===== src/rtl/output_ctrl_pkg.sv =====
// ============================================================================
//  Module      : output_ctrl_pkg
//  Description : Shared phase and virtual-channel constants for the router
//                port controllers (input and output side).
//  Revision    : 1.0 - initial release
// ============================================================================
`default_nettype none

package output_ctrl_pkg;

    // Link phase encoding; the output polarity bit carries this value.
    localparam logic POL_EVEN = 1'b0;
    localparam logic POL_ODD  = 1'b1;

    // VC buffer indices; the link-side VC index equals the polarity bit.
    localparam int VC_EVEN = 0;
    localparam int VC_ODD  = 1;
    localparam int NUM_VC  = 2;

endpackage : output_ctrl_pkg

`default_nettype wire


===== src/rtl/output_ctrl_rr_arbiter.sv =====
// ============================================================================
//  Module      : rr_arbiter
//  Description : Round-robin arbiter. One-hot combinational grant, search
//                starts at the registered pointer, pointer moves to the
//                slot after the winner whenever a grant is issued.
//  Revision    : 1.0 - initial release
// ============================================================================
`default_nettype none

module rr_arbiter
    import output_ctrl_pkg::*;
#(
    parameter int N = 4
) (
    input  logic         clk,
    input  logic         rst,
    input  logic [N-1:0] req,
    input  logic         en,
    output logic [N-1:0] grant
);

    localparam int PW = $clog2(N);

    logic [PW-1:0] ptr;
    logic [PW-1:0] win_idx;
    logic [PW-1:0] idx;
    logic          found;
    int            k;

    // First active request at or after the pointer, wrapping around.
    always_comb begin
        grant   = '0;
        found   = 1'b0;
        win_idx = '0;
        idx     = '0;
        k       = 0;
        if (en) begin
            for (int i = 0; i < N; i++) begin
                k = int'(ptr) + i;
                if (k >= N) begin
                    k = k - N;
                end
                idx = PW'(k);
                if (!found && req[idx]) begin
                    found   = 1'b1;
                    win_idx = idx;
                end
            end
        end
        if (found) begin
            grant[win_idx] = 1'b1;
        end
    end

    // Pointer advances past the winner; it holds when nothing is granted.
    always_ff @(posedge clk) begin
        if (rst) begin
            ptr <= '0;
        end else if (found) begin
            ptr <= (win_idx == PW'(N - 1)) ? '0 : win_idx + 1'b1;
        end
    end

endmodule : rr_arbiter

`default_nettype wire


===== src/rtl/output_ctrl_vc_buffer.sv =====
// ============================================================================
//  Module      : vc_buffer
//  Description : Small circular flit buffer for one virtual channel.
//                Head is visible combinationally on dout; push into a full
//                buffer and pop from an empty one are ignored.
//  Revision    : 1.0 - initial release
// ============================================================================
`default_nettype none

module vc_buffer
    import output_ctrl_pkg::*;
#(
    parameter int WIDTH = 64,
    parameter int DEPTH = 1
) (
    input  logic             clk,
    input  logic             rst,
    input  logic             push,
    input  logic [WIDTH-1:0] din,
    input  logic             pop,
    output logic [WIDTH-1:0] dout,
    output logic             full
);

    localparam int AW = (DEPTH > 1) ? $clog2(DEPTH) : 1;
    localparam int CW = $clog2(DEPTH + 1);

    logic [WIDTH-1:0] mem [DEPTH];
    logic [AW-1:0]    wr_ptr;
    logic [AW-1:0]    rd_ptr;
    logic [CW-1:0]    count;
    logic             do_push;
    logic             do_pop;

    function automatic logic [AW-1:0] ptr_next(input logic [AW-1:0] p);
        return (p == AW'(DEPTH - 1)) ? '0 : p + 1'b1;
    endfunction

    assign full    = (count == CW'(DEPTH));
    assign do_push = push && !full;
    assign do_pop  = pop && (count != '0);
    assign dout    = mem[rd_ptr];

    // Storage array; contents are don't-care while count is zero.
    always_ff @(posedge clk) begin
        if (do_push) begin
            mem[wr_ptr] <= din;
        end
    end

    // Pointers and occupancy; reset empties the buffer.
    always_ff @(posedge clk) begin
        if (rst) begin
            wr_ptr <= '0;
            rd_ptr <= '0;
            count  <= '0;
        end else begin
            if (do_push) wr_ptr <= ptr_next(wr_ptr);
            if (do_pop)  rd_ptr <= ptr_next(rd_ptr);
            case ({do_push, do_pop})
                2'b10:   count <= count + 1'b1;
                2'b01:   count <= count - 1'b1;
                default: count <= count;
            endcase
        end
    end

endmodule : vc_buffer

`default_nettype wire


===== src/rtl/output_ctrl.sv =====
// ============================================================================
//  Module      : output_ctrl
//  Description : Router output-port controller. Arbitrates input-controller
//                requests into the crossbar-side VC buffer and drives the
//                link from the link-side VC buffer; the two swap roles every
//                cycle as polarity toggles.
//                Optional macro OUTPUT_CTRL_PERF_EN adds saturating
//                flit_cnt / stall_cnt performance counters.
//  Revision    : 1.0 - initial release
// ============================================================================
`default_nettype none

module output_ctrl
    import output_ctrl_pkg::*;
#(
    parameter int DATA_WIDTH   = 64,
    parameter int NUM_IN       = 4,
    parameter int BUFFER_DEPTH = 1
) (
    input  logic                         clk,
    input  logic                         rst,
    input  logic [NUM_IN-1:0]            sig_req_channel,
    input  logic [NUM_IN*DATA_WIDTH-1:0] inner_dataI,
    output logic [NUM_IN-1:0]            sig_channel_clean,
    input  logic                         receiveO,
    output logic                         sendO,
    output logic [DATA_WIDTH-1:0]        dataO,
    output logic                         polarity
`ifdef OUTPUT_CTRL_PERF_EN
    ,
    output logic [15:0]                  flit_cnt,
    output logic [15:0]                  stall_cnt
`endif
);

    logic [NUM_IN-1:0]     grant;
    logic [NUM_VC-1:0]     vc_full;
    logic [NUM_VC-1:0]     vc_push;
    logic [NUM_VC-1:0]     vc_pop;
    logic [DATA_WIDTH-1:0] vc_dout [NUM_VC];
    logic [DATA_WIDTH-1:0] xbar_data;
    logic                  link_idx;
    logic                  xbar_idx;
    logic                  link_full;
    logic                  xbar_full;

    // Link-side VC index equals the phase bit; crossbar side is the other.
    assign link_idx  = polarity;
    assign xbar_idx  = ~polarity;
    assign link_full = vc_full[link_idx];
    assign xbar_full = vc_full[xbar_idx];

    // Phase alternates every cycle; there is no idle phase.
    always_ff @(posedge clk) begin
        if (rst) polarity <= POL_EVEN;
        else     polarity <= ~polarity;
    end

    // Reset suppresses grants in the same cycle; a full crossbar VC stalls them.
    rr_arbiter #(
        .N (NUM_IN)
    ) u_arb (
        .clk   (clk),
        .rst   (rst),
        .req   (sig_req_channel),
        .en    (!rst && !xbar_full),
        .grant (grant)
    );

    assign sig_channel_clean = grant;

    // One-hot OR-mux of the granted input's flit.
    always_comb begin
        xbar_data = '0;
        for (int i = 0; i < NUM_IN; i++) begin
            if (grant[i]) begin
                xbar_data = xbar_data | inner_dataI[i*DATA_WIDTH +: DATA_WIDTH];
            end
        end
    end

    // Link drive is zero-latency from the link-side head; forced idle in reset.
    assign sendO = !rst && link_full && receiveO;
    assign dataO = sendO ? vc_dout[link_idx] : '0;

    // Push targets the crossbar VC, pop the link VC; they never coincide.
    always_comb begin
        vc_push           = '0;
        vc_pop            = '0;
        vc_push[xbar_idx] = |grant;
        vc_pop[link_idx]  = sendO;
    end

    generate
        for (genvar v = 0; v < NUM_VC; v++) begin : g_vc
            vc_buffer #(
                .WIDTH (DATA_WIDTH),
                .DEPTH (BUFFER_DEPTH)
            ) u_buf (
                .clk  (clk),
                .rst  (rst),
                .push (vc_push[v]),
                .din  (xbar_data),
                .pop  (vc_pop[v]),
                .dout (vc_dout[v]),
                .full (vc_full[v])
            );
        end
    endgenerate

`ifdef OUTPUT_CTRL_PERF_EN
    logic [15:0] flit_cnt_q;
    logic [15:0] stall_cnt_q;

    // Saturating counts of sent flits and link-side backpressure cycles.
    always_ff @(posedge clk) begin
        if (rst) begin
            flit_cnt_q  <= '0;
            stall_cnt_q <= '0;
        end else begin
            if (sendO && flit_cnt_q != 16'hFFFF) begin
                flit_cnt_q <= flit_cnt_q + 16'd1;
            end
            if (link_full && !receiveO && stall_cnt_q != 16'hFFFF) begin
                stall_cnt_q <= stall_cnt_q + 16'd1;
            end
        end
    end

    assign flit_cnt  = flit_cnt_q;
    assign stall_cnt = stall_cnt_q;
`else
    // Performance counters not built; datapath is identical.
`endif

endmodule : output_ctrl

`default_nettype wire

===== config.mk =====
export PLATFORM = sky130hd
export DESIGN_NAME = output_ctrl
export DESIGN_NICKNAME = d
export VERILOG_FILES = /design/src/rtl/output_ctrl_pkg.sv /design/src/rtl/output_ctrl_rr_arbiter.sv /design/src/rtl/output_ctrl_vc_buffer.sv /design/src/rtl/output_ctrl.sv
export SDC_FILE = /design/constraint.sdc
export NUM_CORES = 1
export LEC_CHECK = 0
export CORE_AREA = 2 2 135 137
export CTS_BUF_LIST = sky130_fd_sc_hd__clkbuf_8
export DETAILED_ROUTE_END_ITERATION = 8
export DIE_AREA = 0 0 137 139
export PLACE_DENSITY = 0.84
export SLEW_MARGIN = 20
export SYNTH_ARGS = -nofsm -noshare
export SYNTH_HDL_FRONTEND = slang
export SYNTH_SLANG_ARGS = --single-unit

===== constraint.sdc =====
create_clock -name clk -period 6.4 [get_ports clk]
set_clock_uncertainty 0.2 [all_clocks]
set_input_delay 0.64 -clock clk [delete_from_list [all_inputs] [get_ports clk]]
set_output_delay 0.64 -clock clk [all_outputs]
set_load 0.05 [all_outputs]

# [Word-level counts from Yosys, hierarchy flattened]
# Memory sizes are Yosys's and may differ from the RTL's.
# Index checks and enable logic that the tools add are counted.
[totals] regBits=5 ram_bits=128 in_bits=263 output_inout_bits=70 elab_cells=123 mem_count=2
[classes] addsub=12 n_lt_le_gt_ge=15 n_eq_ne=5 mux=55 bitwise_logic=7 n_reduce_logical=23
[mem_list] memory="g_vc[0].u_buf.mem" words=1 word_bits=64 rd=1 rd_clocked_by_memory_dff=0 wr=1 line="output_ctrl_vc_buffer.sv:28" source="logic [WIDTH-1:0] mem [DEPTH];"
[mem_list] memory="g_vc[1].u_buf.mem" words=1 word_bits=64 rd=1 rd_clocked_by_memory_dff=0 wr=1 line="output_ctrl_vc_buffer.sv:28"
[op_table] op="$mux 64" count=8
[op_table] op="$or 64x64->64" count=3
[op_table] op="$mux 2" count=14
[op_table] op="$mux 1" count=23
[op_table] op="$lt 2x3->1 const B" count=5
[op_table] op="$logic_and 1x1->1" count=13
[op_table] op="$ge 3x3->1 const B" count=3
[op_table] op="$bmux 1 s2" count=4
[op_table] op="$sub 2x1->2 const B" count=4
[op_table] op="$logic_not 1->1" count=7
[op_table] op="$add 2x2->3 const B" count=2
[op_table] op="$eq 2x2->1 const B" count=3
[op_table] op="$and 2x2->2" count=2
[op_table] op="$eq 2x1->1 const B" count=2
[op_table] op="$lt 1x2->1 const B" count=2
[op_table] op="$mux 4" count=1
[op_table] op="$pmux 1 s2" count=2
[op_table] op="$reduce_bool 2->1" count=2
[op_table] op="$reduce_or 4->1" count=1
[op_table] op="$add 2x1->3 const B" count=1
[op_table] op="$ge 2x3->1 const B" count=1
[op_table] op="$add 1x1->1 const B" count=2
[op_table] op="$add 2x1->2 const B" count=1
[op_table] op="$demux 1 s1" count=2
[op_table] op="other kinds (7)" count=9

# [Longest topological paths before layout]
[depth] ltp_word=34 depth_mapped=9 depth_no_buf=9

# [By module]
# From an unflattened synthesis, not the netlist that was laid out.
[hier_totals] hier_cells=485 hier_area_um2=6346.1
[modules_own_cells] module="vc_buffer" n_inst=2 cells_per_inst=68 area_each_um2=1961.9 seq_area_each_um2=1941.9
[modules_own_cells] module="output_ctrl" n_inst=1 cells_per_inst=310 area_each_um2=2087.0 seq_area_each_um2=20.0
[modules_own_cells] module="rr_arbiter" n_inst=1 cells_per_inst=39 area_each_um2=335.3 seq_area_each_um2=40.0

# [Worst setup path after synthesis]
# OpenSTA, ideal clock, no wires.
[synth_timing] path_type="reg2reg" from="register polarity" to="memory g_vc[0].u_buf.mem[0][0], enable pin" setup_ns=0.565 arrival_time_ns=6.302 required_ns=5.635 setup_slack_ns=-0.667 stages_incl_launch_ff=7 n_path_buf=0 synth_period_minus_slack_ns=7.067 cell_sequence="dfxtp_1 -> mux2_4 -> nor3_1 -> and3_1 -> ha_1 -> nor4_1 -> nor3_1"
[synth_via] elab_chain_cells=15 word_cells_on_any_way=23 cone_classes="4 x order compare; 11 x mux; 2 x bitwise; 6 x reduce/logical"
[synth_rtl] item="from (decl)" line="output_ctrl.sv:28" source="output logic polarity"
[synth_rtl] item="from (signal assigned)" line="output_ctrl.sv:56" source="else polarity <= ~polarity;"
[synth_rtl] item="$mux 1 (not written as such) (2 in a row)" line="output_ctrl.sv:51" source="assign xbar_full = vc_full[xbar_idx];"
[synth_rtl] item="$logic_not 1->1" line="output_ctrl.sv:66" source=".en (!rst && !xbar_full),"
[synth_rtl] item="$logic_and 1x1->1" line="output_ctrl.sv:66"
[synth_rtl] item="$mux 2" line="output_ctrl_rr_arbiter.sv:37" source="if (en) begin"
[synth_rtl] item="$lt 2x3->1 (not written as such) or $ge 2x1->1 (tied branches)" line="output_ctrl_rr_arbiter.sv:51" source="grant[win_idx] = 1'b1;"
[synth_rtl] item="$logic_and 1x1->1 (not written as such)" line="output_ctrl_rr_arbiter.sv:51"
[synth_rtl] item="$mux 1 (not written as such)" line="output_ctrl_rr_arbiter.sv:51"
[synth_rtl] item="$demux 1 s2"
[synth_rtl] item="$mux 4" line="output_ctrl_rr_arbiter.sv:50" source="if (found) begin"
[synth_rtl] item="$reduce_or 4->1" line="output_ctrl.sv:90" source="vc_push[xbar_idx] = |grant;"
[synth_rtl] item="$and 2x2->2 (no line) (*)"
[synth_rtl] item="$logic_and 1x1->1 (*)" line="output_ctrl_vc_buffer.sv:40" source="assign do_push = push && !full;"
[synth_rtl] item="via g_vc[0].u_buf.do_push" line="output_ctrl_vc_buffer.sv:32" source="logic do_push;"
[synth_rtl] item="$mux 1 (*)" line="output_ctrl_vc_buffer.sv:46" source="if (do_push) begin"
[synth_rtl] item="$mux 1 (not written as such) (*)" line="output_ctrl_vc_buffer.sv:47" source="mem[wr_ptr] <= din;"
[synth_rtl] item="to (decl)" line="output_ctrl_vc_buffer.sv:28"
# Mark *: on every way through the listed nets, which the timed path passes. The rest lies on a longest branch. The select of a mux whose other input is x is not followed.

# [Worst setup path after layout]
[layout_timing] from="input port sig_req_channel[1]" to="output port sig_channel_clean[0]"
[layout_via] elab_chain_cells=21 word_cells_on_any_way=33 cone_classes="2 x order compare; 24 x mux; 7 x reduce/logical"
[layout_rtl] item="from (decl)" line="output_ctrl.sv:22" source="input logic [NUM_IN-1:0] sig_req_channel,"
[layout_rtl] item="$bmux 1 s2" line="output_ctrl_rr_arbiter.sv:44" source="if (!found && req[idx]) begin"
[layout_rtl] item="$mux 1 (not written as such)" line="output_ctrl_rr_arbiter.sv:44"
[layout_rtl] item="$mux 1" line="output_ctrl_rr_arbiter.sv:44"
[layout_rtl] item="$mux 1" line="output_ctrl_rr_arbiter.sv:37"
[layout_rtl] item="$logic_not 1->1" line="output_ctrl_rr_arbiter.sv:44"
[layout_rtl] item="$logic_and 1x1->1" line="output_ctrl_rr_arbiter.sv:44"
[layout_rtl] item="$mux 1" line="output_ctrl_rr_arbiter.sv:44"
[layout_rtl] item="$mux 1" line="output_ctrl_rr_arbiter.sv:37"
[layout_rtl] item="(+5 left out)"
[layout_rtl] item="$logic_and 1x1->1" line="output_ctrl_rr_arbiter.sv:44"
[layout_rtl] item="$mux 2" line="output_ctrl_rr_arbiter.sv:44"
[layout_rtl] item="$mux 2" line="output_ctrl_rr_arbiter.sv:37"
[layout_rtl] item="$lt 2x3->1 (not written as such) or $ge 2x1->1 (tied branches)" line="output_ctrl_rr_arbiter.sv:51"
[layout_rtl] item="$logic_and 1x1->1 (not written as such)" line="output_ctrl_rr_arbiter.sv:51"
[layout_rtl] item="$mux 1 (not written as such)" line="output_ctrl_rr_arbiter.sv:51"
[layout_rtl] item="$demux 1 s2"
[layout_rtl] item="$mux 4 (*)" line="output_ctrl_rr_arbiter.sv:50"
[layout_rtl] item="to (decl)" line="output_ctrl.sv:24" source="output logic [NUM_IN-1:0] sig_channel_clean,"
# Every way passes the cells marked *; elsewhere a longest branch is shown, timed or not. The select of a mux whose other input is x is not followed.

==> results.tsv <==
metric	value	unit
status	completed	
cts-root-buf	clkbuf_8	
drt-total-wl	21000	µm
clock_path_buffers	2	
vdd_ir_drop_max	0.000112	V
grt.total_usage	21.9	%
numCtsBuffers	17	
dp_cells	1019	
seqPwrFrac	43.7	%
path_class	in -> out	
power.internal	1.83	mW
synth_area	0.00641	mm²
fin_area	0.0104	mm²
drc	0	
start_util	36.3	%
antenna_found_initial	0	
synth.area.top_cells	edfxtp_1 60%, a22oi_1 15%, a22o_1 8.7%	
io_pins	333	
required	5560	ps
grt_pass1_vias	5967	
ys.flop_type	edfxtp_1	
cts_tree	done	
drtIter0Drc	467	
syn_inst	496	
insertion_delay	430	ps
hold_path_class	reg -> reg	
holdBufCountCts	0	
cap_violations	0	
start_kind	primary input	
n_antenna_cell	0	
path_clk_slew	70	ps
synth_seq_area_share	61.5	%
finalHoldViolations	0	
path_max_fanout	32	
synth_seq_cells	133	
ys_types	28	
wl_per_cell	20.0	µm
die_w	137	µm
tightest_slew	994	ps
core-area	0.0177	mm²
pwr-share-comb	20.8	%
arrival	4040	ps
grt_max_degree	65	
yosys_warnings	0	
grt_pass1_wl	31800	µm
leakagePower	3.44	nW
grt_remaining_overflow	0	
num_rows	49	
post_cts_buffers	0	
routabilityCongestion	0.840	
postRouteAntennaNets	0	
finalNonFillerCells	1051	
drt_first_pass_iters	5	
htree_num_levels	4	
end_kind	output port	
slew_violations	0	
synth-edff-count	128	
switching_share	24.7	%
cts.sinks	133	
vias_per_cell	5.56	
area_growth	62.5	%
drive_gt1_share	8.39	%
dp_hpwl	15000	µm
switchingPower	599	µW
ctsResizeCount	0	
rsz0062_at_grt	no	
place_area	0.00992	mm²
vias	5841	
syn_area_per_cell	12.9	µm²
max_freq	0.205	GHz
p_per_area	233	mW/mm²
synth_top_area_share	60.0	%
timing.final.crit_period	4880	ps
die-area	0.0190	mm²
synth_top_area_cell	edfxtp_1	
maxSlewHeadroom	33.6	%
finalSetupViolCount	0	
p_clk_share	35.5	%
portBuffers	332	
finish.utilization	59.0	%
syn_nets	763	
fp.dieH	139	µm
fillers	1442	
async_flop_share	0	%
nNetsFinal	1076	
min_period_over_period	76.2	%
power by group through the flow:
| stage | clock network (mW) | registers [mW] | logic (mW) |
|---|---|---|---|
| floorplan | 0 | 1.08 | 0.245 |
| global placement | 0 | 1.08 | 0.492 |
| detailed placement | 0 | 1.08 | 0.504 |
| CTS | 0.875 | 1.06 | 0.506 |
| global route | 0.908 | 1.07 | 0.542 |
| finish | 0.861 | 1.06 | 0.504 |
Yosys cell counts, types with 5 or more instances:
master / count
nor3_1: 7
nor2_1: 7
inv_1: 5
dfxtp_1: 5
nand2_1: 8
buf_2: 5
a21oi_2: 20
edfxtp_1: 128
clkbuf_1: 40
a22o_1: 64
a21oi_1: 47
a22oi_1: 128
final timing paths:
kind | start | to | slack [ps] | cells past startpoint
worst max-delay path | sig_req_channel[1] | sig_channel_clean[0] | 1520 | 7
worst min-delay path | g_vc[1].u_buf.full | g_vc[1].u_buf.full | 350 | 2
worst max register to register | polarity | g_vc[0].u_buf.mem[0][39] | 2200 | 7
worst min register to register | g_vc[1].u_buf.full | g_vc[1].u_buf.full | 350 | 2
registers in the layout (all words and copies together), names as in the netlist:
register and cells:
g_vc.u_buf.full 2, g_vc.u_buf.mem 128, polarity 1, u_arb.ptr 2
final cells by class:
class	count	area (µm²)	share of cell area, %
Tap cell	229	287	2.75
Clock buffer	17	234	2.25
Sequential cell	133	3940	37.9
Timing Repair Buffer	342	3400	32.6
Clock inverter	15	259	2.49
Multi-Input combinational cell	310	2280	21.8
Inverter	5	18.8	0.180
per-stage QoR:
stage | power, mW | worst slack, ps | hold WS [ps] | TNS, ps
6_report | 2.43 | 1520 | 347 | 0
3_5_place_dp | 1.59 | 1590 | 319 | 0
2_1_floorplan | 1.33 | -667 | 278 | -85350
3_3_place_gp | 1.57 | 1720 | 307 | 0
4_1_cts | 2.44 | 1580 | 334 | 0
5_1_grt | 2.52 | 1390 | 364 | 0
worst max-delay path: stages:
cell	delay [ps]
clkdlybuf4s50_1	490
nor4_1	690
nor3_1	290
nand3_1	190
ha_2	670
and2_1	250
clkdlybuf4s50_1	800
cells in the final DEF (no fill, tap or decap), types with 7 or more instances in the layout:
| cell | Yosys | routed |
|---|---|---|
| edfxtp_1 | 128 | 128 |
| bufinv_16 | 0 | 7 |
| buf_4 | 0 | 10 |
| a21oi_2 | 20 | 20 |
| a22oi_1 | 128 | 128 |
| nand2_1 | 8 | 8 |
| a22o_1 | 64 | 64 |
| a21oi_1 | 47 | 47 |
| clkdlybuf4s50_1 | 0 | 332 |
| clkbuf_8 | 0 | 17 |
routing by layer:
metal  up-vias  share of wire, %  GRT usage (%)
li1       2695                 -              -
met5         -                 0              0
met2       287                52           38.7
met1      2825                37           25.2
met3        34               8.7           6.14
met4         0               2.1           7.33
cells by family (layout without fill, tap and decap cells):
group | count (synthesis) | after routing | synth area share, %
flops | 133 | 133 | 61.5
mux | 1 | 1 | 0.234
compound gates | 270 | 270 | 31.3
fa+ha+maj | 4 | 4 | 0.781
simple gates | 35 | 35 | 2.65
buf+inv | 53 | 379 | 3.55
Note: power is estimated with default switching activity, not from simulation.
